File: src/rtl/console_mmio_ctrl.sv
// console_mmio_ctrl: memory-mapped console port on the data-memory bus.
// Stores to TERM_ADDR are buffered in a DEPTH-entry FIFO and drained to a
// valid/ready sink. STAT_ADDR reads back count/empty/full/drop counter and
// accepts flush / drop-clear control writes.
// Build option: define CONSOLE_DROP_EN to drop stores into a full FIFO
// (counted in a saturating 16-bit counter) instead of stalling the pipeline.
module console_mmio_ctrl #(
  parameter logic [31:0] TERM_ADDR = 32'd65532,
  parameter logic [31:0] STAT_ADDR = 32'd65528,
  parameter int unsigned DEPTH     = 8
) (
  input  logic        clk,
  input  logic        reset,
  input  logic        memwrite,
  input  logic        memread,
  input  logic [31:0] dataadr,
  input  logic [31:0] writedata,
  output logic [31:0] readdata,
  output logic        hit,
  output logic        stall,
  output logic        out_valid,
  output logic [31:0] out_data,
  input  logic        out_ready
);

  localparam int unsigned AW = $clog2(DEPTH);
  localparam int unsigned CW = AW + 1;
  localparam logic [CW-1:0] FULL_CNT = CW'(DEPTH);

  typedef enum logic {IDLE, ACTIVE} state_t;

  state_t        state;
  state_t        state_nxt;
  logic [31:0]   mem [DEPTH];
  logic [AW-1:0] wr_ptr;
  logic [AW-1:0] rd_ptr;
  logic [CW-1:0] count;
  logic [15:0]   drop_cnt;

  logic sel_term;
  logic sel_stat;
  logic wr_term;
  logic wr_stat;
  logic rd_stat;
  logic full;
  logic empty;
  logic push;
  logic pop;
  logic flush;

  assign sel_term = (dataadr == TERM_ADDR);
  assign sel_stat = (dataadr == STAT_ADDR);
  assign wr_term  = memwrite & sel_term;
  assign wr_stat  = memwrite & sel_stat;
  assign rd_stat  = memread & sel_stat;
  assign hit      = (memread | memwrite) & (sel_term | sel_stat);

  assign full  = (count == FULL_CNT);
  assign empty = (count == '0);
  assign push  = wr_term & ~full;
  assign pop   = out_valid & out_ready;
  assign flush = wr_stat & writedata[0];

  assign out_data = mem[rd_ptr];
  assign readdata = rd_stat ? {drop_cnt, 6'b0, full, empty, 8'(count)} : '0;

`ifdef CONSOLE_DROP_EN
  logic clr_drop;
  assign clr_drop = wr_stat & writedata[1];
  assign stall    = 1'b0;

  // Count stores discarded because the FIFO was full before the edge; saturates.
  always_ff @(posedge clk or negedge reset) begin
    if (!reset) begin
      drop_cnt <= '0;
    end else if (clr_drop) begin
      drop_cnt <= '0;
    end else if (wr_term && full && (drop_cnt != '1)) begin
      drop_cnt <= drop_cnt + 16'd1;
    end
  end
`else
  assign drop_cnt = '0;
  assign stall    = wr_term & full;
`endif

  // FIFO storage; contents need no reset because pointers/count gate visibility.
  always_ff @(posedge clk) begin
    if (push) begin
      mem[wr_ptr] <= writedata;
    end
  end

  // Pointer and occupancy bookkeeping; flush overrides any same-cycle pop.
  always_ff @(posedge clk or negedge reset) begin
    if (!reset) begin
      wr_ptr <= '0;
      rd_ptr <= '0;
      count  <= '0;
    end else if (flush) begin
      wr_ptr <= '0;
      rd_ptr <= '0;
      count  <= '0;
    end else begin
      if (push) begin
        wr_ptr <= wr_ptr + AW'(1);
      end
      if (pop) begin
        rd_ptr <= rd_ptr + AW'(1);
      end
      case ({push, pop})
        2'b10:   count <= count + CW'(1);
        2'b01:   count <= count - CW'(1);
        default: count <= count;
      endcase
    end
  end

  // FSM state register.
  always_ff @(posedge clk or negedge reset) begin
    if (!reset) begin
      state <= IDLE;
    end else begin
      state <= state_nxt;
    end
  end

  // FSM next state: ACTIVE while entries remain, IDLE once the last one leaves.
  always_comb begin
    state_nxt = state;
    if (flush) begin
      state_nxt = IDLE;
    end else begin
      case (state)
        IDLE:    if (push) state_nxt = ACTIVE;
        ACTIVE:  if (pop && !push && (count == CW'(1))) state_nxt = IDLE;
        default: state_nxt = IDLE;
      endcase
    end
  end

  // FSM outputs: the sink sees valid data whenever the FIFO holds an entry.
  always_comb begin
    out_valid = (state == ACTIVE);
  end

endmodule

File: config.mk
export PLATFORM = sky130hd
export DESIGN_NAME = console_mmio_ctrl
export DESIGN_NICKNAME = d
export VERILOG_FILES = /design/src/rtl/console_mmio_ctrl.sv
export SDC_FILE = /design/constraint.sdc
export NUM_CORES = 1
export LEC_CHECK = 0
export ABC_AREA = 1
export CAP_MARGIN = 20
export CORE_MARGIN = 4
export CORE_UTILIZATION = 30
export DETAILED_ROUTE_END_ITERATION = 6
export GPL_TIMING_DRIVEN = 0
export PLACE_DENSITY_LB_ADDON = 0.3
export SLEW_MARGIN = 20
export SYNTH_ARGS = -nofsm -noshare
export SYNTH_HDL_FRONTEND = slang
export SYNTH_SLANG_ARGS = --single-unit
export TNS_END_PERCENT = 50
File: constraint.sdc
create_clock -name clk -period 3.91 [get_ports clk]
set_input_delay 0.782 -clock clk [delete_from_list [all_inputs] [get_ports clk]]
set_output_delay 0.782 -clock clk [all_outputs]
set_load 0.01 [all_outputs]
== Yosys cells after proc, flatten, opt, wreduce, memory -nomap -nowiden ==
Memory sizes are Yosys's and may differ from the RTL's.
Cells that the tools add are included.
Storage, ports and cells
  word-level logic and storage cells: 46
  memories: 1
  register bits: 11
  input port bits: 69
  RAM bits: 256
  output and inout port bits: 67
Cells by class
  bitwise gates (word level): 12
  add/subtract/negate cells: 4
  reduce and logical (&&, ||, !) cells: 7
  mux-type cells: 12
  equality and inequality tests: 6
Memory list
  mem: words 8, width 32, read ports 1, clocked after memory_dff 0, write ports 1, line 34  | logic [31:0] mem [DEPTH];
Operators by type and width (number)
  $eq 32x16->1 const B: 2
  $mux 3: 4
  $mux 10: 1
  $and 1x1->1: 8
  $pmux 4 s2: 1
  $add 3x1->3 const B: 2
  $add 4x1->4 const B: 1
  $eq 4x1->1 const B: 1
  $eq 4x4->1 const B: 1
  $logic_not 4->1: 1
  $mux 1: 4
  $mux 4: 1
  $reduce_bool 2->1: 2
  $sub 4x1->4 const B: 1
  $reduce_bool 3->1: 1
  $eq 2x1->1 const B: 1
  $eq 2x2->1 const B: 1
  $logic_and 1x1->1: 2
  $not 1->1: 2
  $or 1x1->1: 2
  $pmux 1 s2: 1
  $logic_not 1->1: 1

== Depth between registers and ports, before layout ==
Gate-level depths: netlist (run 1).
  depth after elaboration: 9
  gate-level depth with buffers: 12
  depth with buffers taken out: 12

== Worst setup path after synthesis (run 1) ==
No wires, ideal clock.
  path type: input to register
  start point: in dataadr[31]
  end point: mem mem[2][0] (enable)
  stages: 9
  required time: 3.449 ns
  data arrival time: 3.711 ns
  library setup time: 0.461 ns
  path buffers: 0
  setup slack: -0.263 ns
  cells stage by stage: nor2_1 nand2_1 nor2_4 nand2_4 clkinv_2 nand4_4 clkinv_2 nand2_2 nor3_1
On the way
  longest elaborated chain between the ends: 5
Ends and longest elaborated chain
  start, declared: line 16  | input logic [31:0] dataadr,
  $eq 32x16->1: line 51  | assign sel_term = (dataadr == TERM_ADDR);
  $and 1x1->1: line 53  | assign wr_term = memwrite & sel_term;
  $and 1x1->1: line 60  | assign push = wr_term & ~full;
  $mux 1: line 89  | if (push) begin
  $mux 1 (implied by the code): line 90  | mem[wr_ptr] <= writedata;
  end, declared: line 34
No other way between the ends.

== Worst setup path in the final report (run 1) ==
  start point: reg rd_ptr[0]
  end point: out out_data[5]
On the way
  longest elaborated chain between the ends: 1
Ends and longest elaborated chain
  start, declared: line 36  | logic [AW-1:0] rd_ptr;
  start signal, assigned: line 109  | rd_ptr <= rd_ptr + AW'(1);
  $mem_v2 8x32
  end, declared: line 22  | output logic [31:0] out_data,
No other way between the ends.

==> results of run 1 <==
how the worst min path moves through the flow:
stage                                 to  depth (start not counted)
CTS                  out_valid$_DFF_PN0_                          2
floorplan           count[0]$_DFFE_PN0P_                          0
global placement     out_valid$_DFF_PN0_                          2
detailed placement   out_valid$_DFF_PN0_                          2
finish               out_valid$_DFF_PN0_                          2
global route         out_valid$_DFF_PN0_                          2
cells in the mapped netlist, drive strengths merged:
| cell type | number | area, µm² |
|---|---|---|
| o22a | 1 | 8.76 |
| nor3 | 8 | 40.0 |
| edfxtp | 256 | 7690 |
| clkbuf | 24 | 91.3 |
| dfrtp | 11 | 275 |
| nand3 | 13 | 75.1 |
| xor2 | 2 | 17.5 |
| nor4 | 1 | 6.26 |
| o21ai | 132 | 661 |
| inv | 26 | 97.6 |
| nand4 | 8 | 86.3 |
| nand2 | 46 | 195 |
| buf | 53 | 358 |
| o31ai | 1 | 7.51 |
| xnor2 | 2 | 17.5 |
| clkinv | 2 | 10.0 |
| nor2 | 250 | 971 |
| a21oi | 3 | 18.8 |
| a31oi | 32 | 200 |
| o22ai | 32 | 200 |
| conb | 1 | 3.75 |
| ha | 5 | 62.6 |
sequential cells by signal, summed over array words and instances, names as in the netlist:
signal,count
mem,256
count,4
rd_ptr,3
wr_ptr,3
out_valid,1
worst max-delay path, cell delays in order, from the launching register on:
cell	delay [ps]
dfrtp_1	460
inv_2	100
buf_4	180
clkbuf_1	530
o21ai_0	220
a31oi_1	310
clkdlybuf4s50_1	600
where the power goes:
group	switching (mW)	total [mW]	internal, mW	leakage (nW)
Sequential	0.0000000176	3.13	3.13	2.42
Clock	1.03	2.42	1.39	0.410
Combinational	0.0678	0.148	0.0797	2.06
cells by family after synthesis:
logic type | Yosys count | share of synthesized area (%)
buffers and inverters | 105 | 5.02
AOI/OAI and AO/OA | 201 | 9.88
DFF | 267 | 71.8
xor gates and xnor gates | 4 | 0.316
other | 1 | 0.0338
and+or+nand+nor | 326 | 12.4
adders and majority gates | 5 | 0.564
per-stage QoR:
stage	TNS, ps	cell area (µm²)
3_5_place_dp	0	13200
5_1_grt	0	14000
4_1_cts	0	14000
2_1_floorplan	-66360	11200
3_3_place_gp	-699460	12900
6_report	0	14000
layer usage:
metal	global-route usage [%]	part of all wire, %	vias to the layer above
met5	0	0	-
met4	2.97	2.0	0
met3	2.12	4.9	40
met2	23.4	48	204
met1	18.4	45	3492
li1	-	-	3594
final cells by class:
class / count / share of cell area, %
inverter: 28 / 0.768
clock buffer: 30 / 5.21
tap: 468 / 4.18
buffer: 77 / 3.23
multi-input combinational: 562 / 19.3
sequential: 267 / 56.9
clock inverter: 17 / 0.715
timing repair buffer: 141 / 9.72
==> reports/results.ini, run 1 <==
[run_status]
outcome = finished, final reports clean

[global_route]
antenna_found_initial = 0
grt_pass1_vias = 7434
grt-ovfl-total = 0
grt_use_total_pct = 13.6
grt_pass1_wl_um = 43700
grt_max_degree = 14

[sta]
relSlewSlack_pct = 48.1
fin_crit_sh_pct = 95.3
finalSetupViolCount = 0
worst_slew_pin_slew_ps = 778
hold_slack_ps = 555
finalHoldViolations = 0
rsz0062_at_grt = false
fin_crit_ps = 3720
setup_slack_ps = 185
skew_ps = 7.55
slew_violations = 0
fmax_mhz = 268

[drt]
remaining_drc_errors = 0
wl_um = 28200
wl_per_cell_um = 17.7
route.detailed.vias_per_inst = 4.61
drt_iter0_drc = 586
ant_nets = 0
drt_first_pass_iters = 5
via_count = 7330

[worst_setup_path]
cp-start-kind = flip-flop
worstSetupStartpoint = rd_ptr[0]$_DFFE_PN0P_
critPathCaptureType = output pin
criticalPathCategory = flip-flop to output pin
reg2reg_from = count[0]$_DFFE_PN0P_
crit_required_ps = 3130
ff2ff_setup_slack_ps = 1060
rr_endpoint = mem[4][19]$_DFFE_PP_
cp-endpoint = out_data[5]
cp_max_fo = 10
r2r_cells = 10
critPathArrivalTime_ps = 2940

[clocking]
cts_tree = built
cts_sinks = 267
root_buffer = clkbuf_16
htree_levels = 1
clk_latency_ps = 530
cts_setup_buffers = 0
clk_pin_slew_ps = 60
ctsHoldBuffers = 0
cts_inserted_buffers = 28
ctsResizeCount = 0
clk_path_buf_depth = 3

[synth]
yosysSeqAreaShare_pct = 71.8
synth_cells = 909
syn-mean-instance-area_um2 = 12.2
ys_ff_latch = 267
synth_cell_types = 36
synth_area_mm2 = 0.0111
yosysWarnings = 0

[cells_and_area]
final_common_cell = edfxtp_1
n_antenna_cell = 0
seqCellArea_mm2 = 0.00796
mostFrequentLayoutCells = edfxtp_1, nor2_1, o21ai_0
final_cells = 1590
nets = 1179
post-route-util_pct = 38.3
n_fill_cell = 3500
multi_input_area_mm2 = 0.00271
drive_gt1_share_pct = 13.8
area_delta_synth_final_pct = 26.3

[placement]
dpl_worst_slack_ps = 310
port_buffers = 109
hpwl_um = 20000
globalplace.congestion = 0.754
dp.cells = 1543

[pwr]
p_leak_nw = 4.88
p_total_mw = 5.70
p_per_area_mw_per_mm2 = 407
peakVddDrop_v = 0.000307

[die]
dieArea_mm2 = 0.0401
core-area_mm2 = 0.0365
start_util_pct = 30.4
rows = 70
die_width_um = 200
num_io_pins = 136
die_h_um = 200

[job]
maxCapViolations = 0

[worst_hold_path]
hold_path.startpoint = out_valid$_DFF_PN0_
hold_path_class = flip-flop to flip-flop

Note: power is estimated with default switching activity, not from simulation.
==> run 2: changes to the inputs <==
--- a/config.mk
+++ b/config.mk
@@ -8,7 +8,7 @@
 export ABC_AREA = 1
 export CAP_MARGIN = 20
 export CORE_MARGIN = 4
-export CORE_UTILIZATION = 30
+export CORE_UTILIZATION = 29
 export DETAILED_ROUTE_END_ITERATION = 6
 export GPL_TIMING_DRIVEN = 0
 export PLACE_DENSITY_LB_ADDON = 0.3
==> run 2 against run 1 <==
- register-to-register slack better by 70 ps
- final cell count up 3.0%
- setup slack worse by 7.8 ps
- utilization down 0.82 points
- sequential share of layout area down 0.52 points
- critical path depth unchanged
- clock power up 7%
==> reports/results.ini, run 2 (same netlist as run 1, synthesis figures left out) <==
[clocking]
cts_sinks = 267  ; unchanged
cts_setup_buffers = 0  ; unchanged
clk_latency_ps = 530  ; about the same
cts_inserted_buffers = 28  ; unchanged
clk_path_buf_depth = 3  ; unchanged
clk_pin_slew_ps = 60  ; about the same
cts_tree = built  ; unchanged
root_buffer = clkbuf_16  ; unchanged
htree_levels = 1  ; unchanged

[global_route]
grt_pass1_vias = 7419  ; was 7434
grt_use_total_pct = 13.7  ; was 13.6%
grt_max_degree = 14  ; unchanged
grt-ovfl-total = 0  ; unchanged
grt_pass1_wl_um = 44500  ; was 43700 µm
antenna_found_initial = 1  ; was 0

[drt]
wl_um = 29000  ; was 28200 µm
ant_nets = 0  ; unchanged
route.detailed.vias_per_inst = 4.53  ; was 4.61
drt_first_pass_iters = 5  ; unchanged
drt_iter0_drc = 529  ; was 586
wl_per_cell_um = 17.7  ; about the same
via_count = 7417  ; was 7330
remaining_drc_errors = 0  ; unchanged

[placement]
hpwl_um = 20500  ; was 20000 µm
dp.cells = 1587  ; was 1543
port_buffers = 109  ; unchanged
placed_cell_area_mm2 = 0.0132  ; about the same
globalplace.congestion = 0.747  ; was 0.754

[worst_setup_path]
slowest_stage = clkdlybuf4s50_1  ; unchanged
crit_chain = inv_1, clkbuf_1, clkbuf_1, nor2_1, a31oi_1, clkdlybuf4s50_1  ; was inv_2, buf_4, clkbuf_1, o21ai_0, a31oi_1, clkdlybuf4s50_1
reg2reg_from = count[0]$_DFFE_PN0P_  ; unchanged
crit_required_ps = 3130  ; about the same
worstSetupStartpoint = rd_ptr[2]$_DFFE_PN0P_  ; was rd_ptr[0]$_DFFE_PN0P_
cp-start-kind = flip-flop  ; unchanged
critPathMostFrequentCell = clkbuf_1
critical-path-max-stage-delay_ps = 590  ; was 600 ps
cp_top_family = buffers and inverters  ; unchanged
crit_buf_inv = 4  ; unchanged
critPathArrivalTime_ps = 2950  ; was 2940 ps
criticalPathCategory = flip-flop to output pin  ; unchanged
cp_max_fo = 10  ; unchanged
critPathCaptureType = output pin  ; unchanged

[sta]
finalSetupViolCount = 0  ; unchanged
worst_slew_pin_slew_ps = 782  ; was 778 ps
slew_violations = 0  ; unchanged
hold_slack_ps = 562  ; was 555 ps
skew_ps = 8.71  ; was 7.55 ps
rsz0062_at_grt = true  ; was false
finalHoldViolations = 0  ; unchanged
fin_crit_ps = 3730  ; was 3720 ps
fin_crit_sh_pct = 95.5  ; was 95.3%
relSlewSlack_pct = 47.6  ; was 48.1%
fmax_mhz = 268  ; about the same
fin_tns_setup_ps = 0  ; unchanged

[cells_and_area]
final_common_cell = edfxtp_1  ; unchanged
area_delta_synth_final_pct = 27.4  ; was 26.3%
n_fill_cell = 3695  ; was 3500
reg_top3 = mem (256), count (4)  ; unchanged
n_antenna_cell = 0  ; unchanged
post-route-util_pct = 37.5  ; was 38.3%
nets = 1180  ; was 1179
largest_register = mem  ; unchanged
drive_gt1_share_pct = 14.0  ; was 13.8%
fin_area_mm2 = 0.0141  ; was 0.0140 mm²
final_cells = 1637  ; was 1590
mostFrequentLayoutCells = edfxtp_1, nor2_1, o21ai_0  ; unchanged
largest_reg_flops = 256  ; unchanged

[die]
core-area_mm2 = 0.0377  ; was 0.0365 mm²
die_width_um = 204  ; was 200 µm
rows = 71  ; was 70
num_io_pins = 136  ; unchanged
die_h_um = 204  ; was 200 µm
dieArea_mm2 = 0.0414  ; was 0.0401 mm²
start_util_pct = 29.4  ; was 30.4%

[pwr]
peakVddDrop_v = 0.000290  ; was 0.000307 V
p_leak_nw = 4.92  ; was 4.88 nW
p_per_area_mw_per_mm2 = 415  ; was 407 mW/mm²

[worst_hold_path]
hold_path_class = flip-flop to flip-flop  ; unchanged
hold_path.startpoint = out_valid$_DFF_PN0_  ; unchanged

[job]
maxCapViolations = 0  ; unchanged

[run_status]
outcome = finished, final reports clean  ; unchanged

## run 2: worst paths after layout
path	endpoint	slack (ps)	depth (start not counted)
max	out_data[7]	180	6
min	out_valid$_DFF_PN0_	560	2
max reg2reg	mem[4][19]$_DFFE_PP_	1130	9
min reg2reg	out_valid$_DFF_PN0_	560	2
max in group asynchronous	rd_ptr[0]$_DFFE_PN0P_	2930	1
min in group asynchronous	count[1]$_DFFE_PN0P_	620	1
## run 2: stage by stage
| step | setup slack [ps] | power [mW] |
|---|---|---|
| global placement | -3210 | 3.34 |
| floorplan | -263 | 3.23 |
| global route | -20.8 | 6.06 |
| CTS | 41.6 | 5.92 |
| detailed placement | 418 | 3.34 |
| finish | 178 | 5.86 |
## run 2: timing repair
item | CTS | global route
hold buffers | 0 | 0
endpoints found under the setup margin | 0 | 5
gates resized for setup | 0 | 3
## run 2: power by group
group          switching (mW)  internal, mW
Combinational          0.0677        0.0797
Clock                    1.04          1.55
Sequential       0.0000000190          3.13
Total                    1.10          4.76
## run 2: layout make-up
type	count	area, µm²	share of cell area [%]
Timing Repair Buffer	142	1380	9.74
Multi-Input combinational cell	562	2710	19.1
Sequential cell	267	7960	56.3
Clock buffer	37	756	5.35
Buffer	77	452	3.20
Tap cell	511	639	4.52
Clock inverter	13	135	0.956
Inverter	28	108	0.761
## run 2: per-layer routing
layer,vias to the layer above,part of all wire (%),GRT usage [%]
met2,188,48,23.2
met4,2,1.6,2.75
met5,-,0.069,0
met3,37,4.8,2.05
met1,3587,45,19.0
li1,3603,-,-
## run 2: worst reg2reg max path: cells and delay by family, from the launching register on
family	cells	cell delay, ps
and+or+nand+nor	4	1060
buffers and inverters	4	740
DFF	1	430
adders and majority gates	1	260
==> run 3: changes to the inputs <==
--- a/config.mk
+++ b/config.mk
@@ -10,7 +10,6 @@
 export CORE_MARGIN = 4
 export CORE_UTILIZATION = 29
 export DETAILED_ROUTE_END_ITERATION = 6
-export GPL_TIMING_DRIVEN = 0
 export PLACE_DENSITY_LB_ADDON = 0.3
 export SLEW_MARGIN = 20
 export SYNTH_ARGS = -nofsm -noshare
==> run 3 against run 2 <==
- flip-flop and latch count unchanged
- fmax up 2.8%
- power down 2.3%
- critical path depth up 1
- clock skew up 15 ps
- wire length down 10%
- combinational power down 14%
- sequential share of layout area up 2.0 points
- clock power down 4%
- non-clock buffer count down 80
- critical path type unchanged
==> reports/results.ini, run 3 (same netlist as run 1, synthesis figures left out) <==
[run_status]
outcome = finished, final reports clean  ; unchanged

[drt]
ant_nets = 0  ; unchanged
wl_um = 26100  ; was 29000 µm
remaining_drc_errors = 0  ; unchanged
via_count = 6995  ; was 7417
drt_iter0_drc = 418  ; was 529
route.detailed.vias_per_inst = 4.50  ; was 4.53
wl_per_cell_um = 16.8  ; was 17.7 µm
drt_first_pass_iters = 4  ; was 5

[sta]
slew_violations = 0  ; unchanged
fin_crit_ps = 3630  ; was 3730 ps
relSlewSlack_pct = 62.4  ; was 47.6%
rsz0062_at_grt = false  ; was true
finalSetupViolCount = 0  ; unchanged
finalHoldViolations = 0  ; unchanged
fin_tns_setup_ps = 0  ; unchanged
skew_ps = 24.1  ; was 8.71 ps
fin_crit_sh_pct = 92.9  ; was 95.5%
fmax_mhz = 275  ; was 268 MHz
worst_slew_pin_slew_ps = 563  ; was 782 ps

[worst_setup_path]
crit_buf_inv = 3  ; was 4
cp-start-kind = flip-flop  ; unchanged
crit_chain = clkinv_2, buf_4, o21ai_0, o22ai_1, nor2_1, a31oi_1, clkdlybuf4s50_1  ; was inv_1, clkbuf_1, clkbuf_1, nor2_1, a31oi_1, clkdlybuf4s50_1
critPathArrivalTime_ps = 2850  ; was 2950 ps
slowest_stage = clkdlybuf4s50_1  ; unchanged
cp_max_fo = 30  ; was 10
critPathCaptureType = output pin  ; unchanged
crit_required_ps = 3130  ; about the same
worstSetupStartpoint = rd_ptr[0]$_DFFE_PN0P_  ; was rd_ptr[2]$_DFFE_PN0P_
criticalPathCategory = flip-flop to output pin  ; unchanged
critical-path-max-stage-delay_ps = 600  ; was 590 ps
cp_top_family = buffers and inverters  ; unchanged
reg2reg_from = count[0]$_DFFE_PN0P_  ; unchanged

[pwr]
p_per_area_mw_per_mm2 = 420  ; was 415 mW/mm²
clkPwrFrac_pct = 43.1  ; was 44.1%
netSwitchingFraction_pct = 18.9  ; was 18.8%
p_seq_share_pct = 54.7  ; was 53.4%
p_sw_mw = 1.08  ; was 1.10 mW
p_leak_nw = 4.59  ; was 4.92 nW
peakVddDrop_v = 0.000291  ; was 0.000290 V
p_int_mw = 4.64  ; was 4.76 mW
comb_power_share_pct = 2.2  ; was 2.5%

[die]
core-area_mm2 = 0.0377  ; unchanged
rows = 71  ; unchanged
start_util_pct = 29.4  ; unchanged
die_h_um = 204  ; unchanged
die_width_um = 204  ; unchanged
dieArea_mm2 = 0.0414  ; unchanged
num_io_pins = 136  ; unchanged

[placement]
port_buffers = 109  ; unchanged
placed_cell_area_mm2 = 0.0128  ; was 0.0132 mm²
dp.cells = 1507  ; was 1587
hpwl_um = 15700  ; was 20500 µm
globalplace.congestion = 0.730  ; was 0.747

[clocking]
root_buffer = clkbuf_16  ; unchanged
ctsResizeCount = 0  ; unchanged
cts_inserted_buffers = 28  ; unchanged
clk_pin_slew_ps = 60  ; about the same
cts_sinks = 267  ; unchanged
clk_path_buf_depth = 3  ; unchanged
ctsHoldBuffers = 0  ; unchanged
htree_levels = 1  ; unchanged
cts_tree = built  ; unchanged
cts_setup_buffers = 0  ; unchanged
clk_latency_ps = 540  ; was 530 ps

[worst_hold_path]
hold_path.startpoint = out_valid$_DFF_PN0_  ; unchanged
hold_path_class = flip-flop to flip-flop  ; unchanged

[global_route]
grt_pass1_vias = 6963  ; was 7419
antenna_found_initial = 1  ; unchanged
grt_use_total_pct = 12.4  ; was 13.7%
grt_max_degree = 87  ; was 14
grt_pass1_wl_um = 41000  ; was 44500 µm
grt-ovfl-total = 0  ; unchanged

[cells_and_area]
mostFrequentLayoutCells = edfxtp_1, nor2_1, o21ai_0  ; unchanged
drive_gt1_share_pct = 9.28  ; was 14.0%
fin_area_mm2 = 0.0136  ; was 0.0141 mm²
final_cells = 1556  ; was 1637
nets = 1100  ; was 1180
final_common_cell = edfxtp_1  ; unchanged
reg_top3 = mem (256), count (4)  ; unchanged
n_antenna_cell = 0  ; unchanged
largest_reg_flops = 256  ; unchanged
area_delta_synth_final_pct = 23.1  ; was 27.4%
largest_register = mem  ; unchanged

[job]
maxCapViolations = 0  ; unchanged

run 3: worst reg2reg max path, delay by kind of cell, from the launching register on:
| kind | cells | cell delay, ps |
|---|---|---|
| fa+ha+maj | 1 | 270 |
| simple gates | 4 | 640 |
| buf+inv | 3 | 730 |
| flops | 1 | 440 |
run 3: worst paths after layout:
path | end | slack, ps | depth (start not counted)
setup reg to reg | mem[2][28]$_DFFE_PP_ | 1420 | 8
setup / recovery | out_data[21] | 280 | 7
hold / removal | out_valid$_DFF_PN0_ | 560 | 2
max in group asynchronous | rd_ptr[0]$_DFFE_PN0P_ | 2890 | 1
min in group asynchronous | count[1]$_DFFE_PN0P_ | 600 | 1
hold reg to reg | out_valid$_DFF_PN0_ | 560 | 2
run 3: power groups by stage:
stage	combinational [mW]	sequential [mW]	clock, mW
6_report	0.126	3.13	2.47
5_1_grt	0.138	3.13	2.67
4_1_cts	0.127	3.13	2.54
3_5_place_dp	0.126	3.19	0
3_3_place_gp	0.124	3.19	0
2_1_floorplan	0.0383	3.19	0
run 3: cell type report:
class                   instances  area (µm²)
clock inverters                 9         100
repair buffers                139        1380
inverters                      28         109
fillers                      3690       24000
well taps                     511         639
multi-input cells             562        2710
flip-flops and latches        267        7970
clock buffers                  40         746
run 3: layer usage:
layer  vias up  GRT usage [%]  wire [µm]
met5         -              0         20
met4         2           2.43        402
met3        35           2.26       1080
met2       138           20.9      12500
met1      3388           16.9      12100
li1       3432              -          -
run 3: per-stage QoR:
stage / power, mW / hold slack [ps] / util, % / setup WS [ps]
floorplan: 3.23 / 486 / - / -263
global placement: 3.32 / 540 / 34.0 / 441
detailed placement: 3.32 / 543 / 34.0 / 412
CTS: 5.80 / 552 / 36.2 / 164
global route: 5.94 / 633 / 36.2 / 81.4
finish: 5.73 / 557 / 36.2 / 278
==> RTL change 1: new RTL, flow settings as in run 1 <==
Add a define of `CONSOLE_DROP_EN`.
--- a/src/rtl/console_mmio_ctrl.sv
+++ b/src/rtl/console_mmio_ctrl.sv
@@ -6,2 +6,4 @@
 // (counted in a saturating 16-bit counter) instead of stalling the pipeline.
+`define CONSOLE_DROP_EN
+
 module console_mmio_ctrl #(
Function: same outputs for any inputs over 4 cycles, from zero or initial values and one cycle with reset low; that may be too few to reach the edited logic, so the function may still have changed.
==> RTL change 1 against run 1 <==
Sequential share of layout area down 2.0 points. Hold slack worse by 0.30 ns. Critical path depth down 1. Synthesized area up 8.5%. Sequential cell count up 16. Setup slack worse by 0.048 ns. Register-to-register slack worse by 0.41 ns. Design area up 8.8%. Sequential power up 5%. Routed wire length up 12%. Final cell count up 13%. Combinational power down 11%. Power up 6.6%. Largest cell class unchanged. Largest power group unchanged. Highest routed layer unchanged.
==> RTL change 1: results <==
group,metric,value,unit
synthesis,synth_enable_flop_cells,256,
synthesis,synthTopCellsByArea,"edfxtp_1 (64%), nor2_1 (8.4%), dfrtp_1 (5.6%), o21ai_0 (5.5%), nand2_1 (2.2%)",
synthesis,yosys-top-cells-count,"nor2_1 (270), edfxtp_1 (256), o21ai_0 (132)",
final_layout,num_antenna_cells,0,
placed_design,place.gp.congestion,0.824,
synthesis,ys_warn_count,0,
final_layout,reg_top3,"mem x256, drop_cnt x16, count x4",
clocking,clk_pin_slew,0.06,ns
power,internal_power,0.00488,W
routing,drt_iter0_drc,580,
synthesis,yosysTopAreaCell,"edfxtp_1",
routing,vias,8366,
synthesis,async_flop_share,9.54,%
setup_path,max_stage_delay,0.64,ns
synthesis,ys_seq_area_share,69.5,%
clocking,clock_latency,0.57,ns
routing,drtPass1Iterations,6,
grt,first_global_vias,8262,
placed_design,port_buffers,124,
grt,grt_use_total,14.0,%
placed_design,dpl_cell_area,14300,um^2
final_layout,drive_above_1_share,12.3,%
power,p_leak,5.33,nW
power,ir_worst_vdd,0.000263,V
placed_design,pre_cts_ws,0.0880,ns
synthesis,netlist-cell-type-count,40,
clocking,root_buffer,"clkbuf_16",
placed_design,dp_hpwl,22000,um
timing,slew_headroom,49.3,%
setup_path,r2r_cells,10,
timing,final.setup_skew,0.0149,ns
final_layout,fill_cells,3871,
outcome,status,"complete, no violations",
clocking,cts_buffer_depth,3,
routing,totalWireLength,31500,um
final_layout,fin_nets,1325,
clocking,cts_buffers,30,
setup_path,path_max_fanout,10,
grt,grt_start_max_net_pins,28,
placed_design,dp.cells,1741,
routing,viasPerCell,4.66,
setup_path,crit_arrival,2.99,ns
final_layout,multi_input_area,3280,um^2
synthesis,netlist_instances,1050,
grt,antenna_found_initial,1,
grt,grt_pass1_wl,48400,um
worst_hold_path,min_path_type,"in2async",
clocking,ctsHtreeMaxLevel,1,
setup_path,critical-path-slowest-cell,"clkbuf_1",
RTL change 1: cell types whose count changed in the layout (fill, tap and decap cells not counted), moves of 13 or more:
cell and change:
nand2_1 +29, nor2_1 +27, nand3_1 +21, inv_1 +17, o21ai_0 +16, conb_1 -15
dfrtp_1 +15, o21ai_1 -15, clkbuf_1 +14, clkdlybuf4s50_1 +14, clkbuf_2 +13
RTL change 1: layout make-up:
| cell class | count | share of cell area [%] |
|---|---|---|
| Buffer | 66 | 2.32 |
| Clock buffer | 42 | 5.35 |
| Clock inverter | 10 | 0.657 |
| Inverter | 43 | 1.06 |
| Multi-Input combinational cell | 667 | 21.5 |
| Sequential cell | 283 | 54.9 |
| Tap cell | 525 | 4.31 |
| Timing Repair Buffer | 158 | 9.86 |
RTL change 1: power by group through the flow:
| stage | combinational [W] | sequential [W] | clock, W |
|---|---|---|---|
| after CTS | 0.000132 | 0.00330 | 0.00270 |
| after detailed placement | 0.000131 | 0.00336 | 0 |
| after global routing | 0.000142 | 0.00330 | 0.00284 |
| after floorplan | 0.0000201 | 0.00336 | 0 |
| final | 0.000131 | 0.00330 | 0.00265 |
| after global placement | 0.000129 | 0.00336 | 0 |
RTL change 1: timing repair:
action / CTS / global route
buffers inserted: 0 / 2
resized for setup: 10 / 28
gates cloned: 0 / 0
endpoints found under the setup margin: 10 / 50
pin swaps: 0 / 1
RTL change 1: worst max-delay path, delay by kind of cell (launching register included):
| family | cells | cell delay (ns) |
|---|---|---|
| AO/OA/AOI/OAI | 1 | 0.32 |
| flip-flops | 1 | 0.38 |
| buffers and inverters | 4 | 1.73 |
RTL change 1: path summary, 6_finish.rpt:
path,endpoint,slack [ns],from
min,drop_cnt[13]$_DFFE_PN0P_,0.25,reset
max reg2reg,mem[7][12]$_DFFE_PP_,0.65,count[0]$_DFFE_PN0P_
min reg2reg,drop_cnt[1]$_DFFE_PN0P_,0.52,drop_cnt[1]$_DFFE_PN0P_
max,out_data[18],0.14,rd_ptr[2]$_DFFE_PN0P_
min in group clk,drop_cnt[1]$_DFFE_PN0P_,0.52,drop_cnt[1]$_DFFE_PN0P_
max in group asynchronous,rd_ptr[0]$_DFFE_PN0P_,3.19,reset
RTL change 1: logic make-up (layout without fill, tap and decap cells):
logic type               count (synthesis)  after routing  synth area share (%)
other                                    1             11                0.0312
adder cells (fa/ha/maj)                  7              7                 0.728
flip-flops                             283            283                  69.5
buffers and inverters                  110            319                  4.05
AND/OR/NAND/NOR                        434            434                  15.6
XOR/XNOR                                11             11                 0.800
AO/OA/AOI/OAI                          204            204                  9.34
RTL change 1: routing by layer:
layer	vias to the layer above	global-route usage, %	part of all wire [%]
met2	201	23.8	48
met1	4042	19.1	45
met3	35	2.38	5.1
met5	-	0	0
met4	0	2.51	1.4
li1	4088	-	-
==> RTL change 2: new RTL, settings of run 1 <==
Without the edit above. One comparison of `count` changes from == to >=.
--- a/src/rtl/console_mmio_ctrl.sv
+++ b/src/rtl/console_mmio_ctrl.sv
@@ -57,3 +57,3 @@
 
-  assign full  = (count == FULL_CNT);
+  assign full  = (count >= FULL_CNT);
   assign empty = (count == '0);
Formal check against the unedited RTL: same outputs for any inputs over 4 cycles, from zero or initial values and one cycle with reset low; that may be too few to reach the edited logic, so the function may still have changed.
==> RTL change 2 against run 1 <==
Synthesized area about the same. Clock power increased by 5%. Fmax shrank 0.93%. Largest power group unchanged. Power rose by 1.9%. Critical endpoint is now out_data[2]. Routed wire length is 0.94% lower. Setup slack got worse by 0.035 ns. Design area rose by 0.25%. Sequential cell count stayed put.
==> RTL change 2: results <==
group,metric,value,unit
final_layout,fin_nets,1194,
synthesis,yosys-top-cells-count,"edfxtp_1 (256), nor2_1 (253), o21ai_0 (129)",
routing,m1WireLength,12700,um
timing,fin_crit_sh,96.2,%
placed_design,place.gp.congestion,0.747,
setup_path,max_stage_delay,0.61,ns
placed_design,pre_cts_ws,0.265,ns
timing,final.setup_skew,0.0115,ns
power,internal_power,0.00470,W
outcome,status,"complete, no violations",
placed_design,dp.cells,1558,
synthesis,netlist-cell-type-count,33,
grt,gr-usage-met2,23.3,%
routing,met2_length,13500,um
setup_path,crit_arrival,2.98,ns
routing,vias,7397,
worst_hold_path,hp-start,"wr_ptr[0]$_DFFE_PN0P_",
setup_path,rrSetupSlack,1.33,ns
grt,grtUsageMet1,17.8,%
setup_path,r2r_cells,8,
grt,grt_use_total,13.5,%
power,ir_worst_vdd,0.000303,V
final_layout,regArea,7960,um^2
placed_design,dp_hpwl,19800,um
clocking,ctsHtreeMaxLevel,1,
synthesis,netlist_instances,924,
final_layout,fill_cells,3516,
routing,viasPerCell,4.60,
grt,grt_start_max_net_pins,14,
timing,worst_slew_pin_slew,0.753,ns
routing,totalWireLength,27900,um
synthesis,ys_seq_area_share,71.8,%
worst_hold_path,hold_end,"wr_ptr[0]$_DFFE_PN0P_",
grt,gr-usage-met3,2.51,%
routing,dr_wl_met3,1310,um
synthesis,synthTopCellsByArea,"edfxtp_1 (69%), nor2_1 (8.6%), o21ai_0 (5.8%), dfrtp_1 (2.5%), buf_4 (2.1%)",
setup_path,worstReg2RegStart,"count[3]$_DFFE_PN0P_",
routing,drt_iter0_drc,551,
setup_path,endpoint,"out_data[2]",
placed_design,dpl_cell_area,13200,um^2
power,p_leak,4.91,nW
setup_path,reg2reg_to,"mem[7][19]$_DFFE_PP_",
final_layout,drive_above_1_share,12.6,%
routing,drtPass1Iterations,4,
grt,grt_pass1_wl,43500,um
timing,setup_viol_count_final,0,
grt,first_global_vias,7578,
-- RTL change 2: changes by cell type after synthesis, moves of 2 or more --
| cell | delta |
|---|---|
| buf_2 | -4 |
| clkbuf_1 | +5 |
| nand2_1 | +4 |
| o21ai_0 | +13 |
| o21ai_1 | -14 |
| clkinv_2 | -2 |
| nand4_1 | +3 |
| buf_6 | -2 |
| inv_1 | +6 |
| nor2_1 | +10 |
-- RTL change 2: layout make-up --
| class | instances | share of cell area, % |
|---|---|---|
| buffer | 76 | 3.07 |
| clock buffer | 38 | 5.41 |
| clock inverter | 13 | 0.811 |
| inverter | 32 | 0.856 |
| multi-input combinational | 574 | 19.4 |
| sequential | 267 | 56.7 |
| tap | 468 | 4.17 |
| timing repair buffer | 141 | 9.62 |
-- RTL change 2: power by group through the flow --
stage / Combinational (W) / Clock (W) / Sequential [W]
6_report: 0.000151 / 0.00253 / 0.00313
5_1_grt: 0.000165 / 0.00272 / 0.00313
4_1_cts: 0.000150 / 0.00258 / 0.00313
3_5_place_dp: 0.000150 / 0 / 0.00319
3_3_place_gp: 0.000147 / 0 / 0.00319
2_1_floorplan: 0.0000397 / 0 / 0.00319
-- RTL change 2: timing repair --
action / in CTS / in global routing
endpoints found under the setup margin: 0 / 9
resized for setup: 0 / 3
hold endpoints to repair: 0 / 0
-- RTL change 2: cells by family (layout without fill, tap and decap cells) --
family | after synthesis | count (layout) | share of synthesized area [%]
DFF | 267 | 267 | 71.8
xor gates and xnor gates | 4 | 4 | 0.316
and+or+nand+nor | 339 | 339 | 12.6
adders and majority gates | 5 | 5 | 0.564
other | 1 | 26 | 0.0338
AOI/OAI and AO/OA | 200 | 200 | 9.80
buffers and inverters | 108 | 300 | 4.94
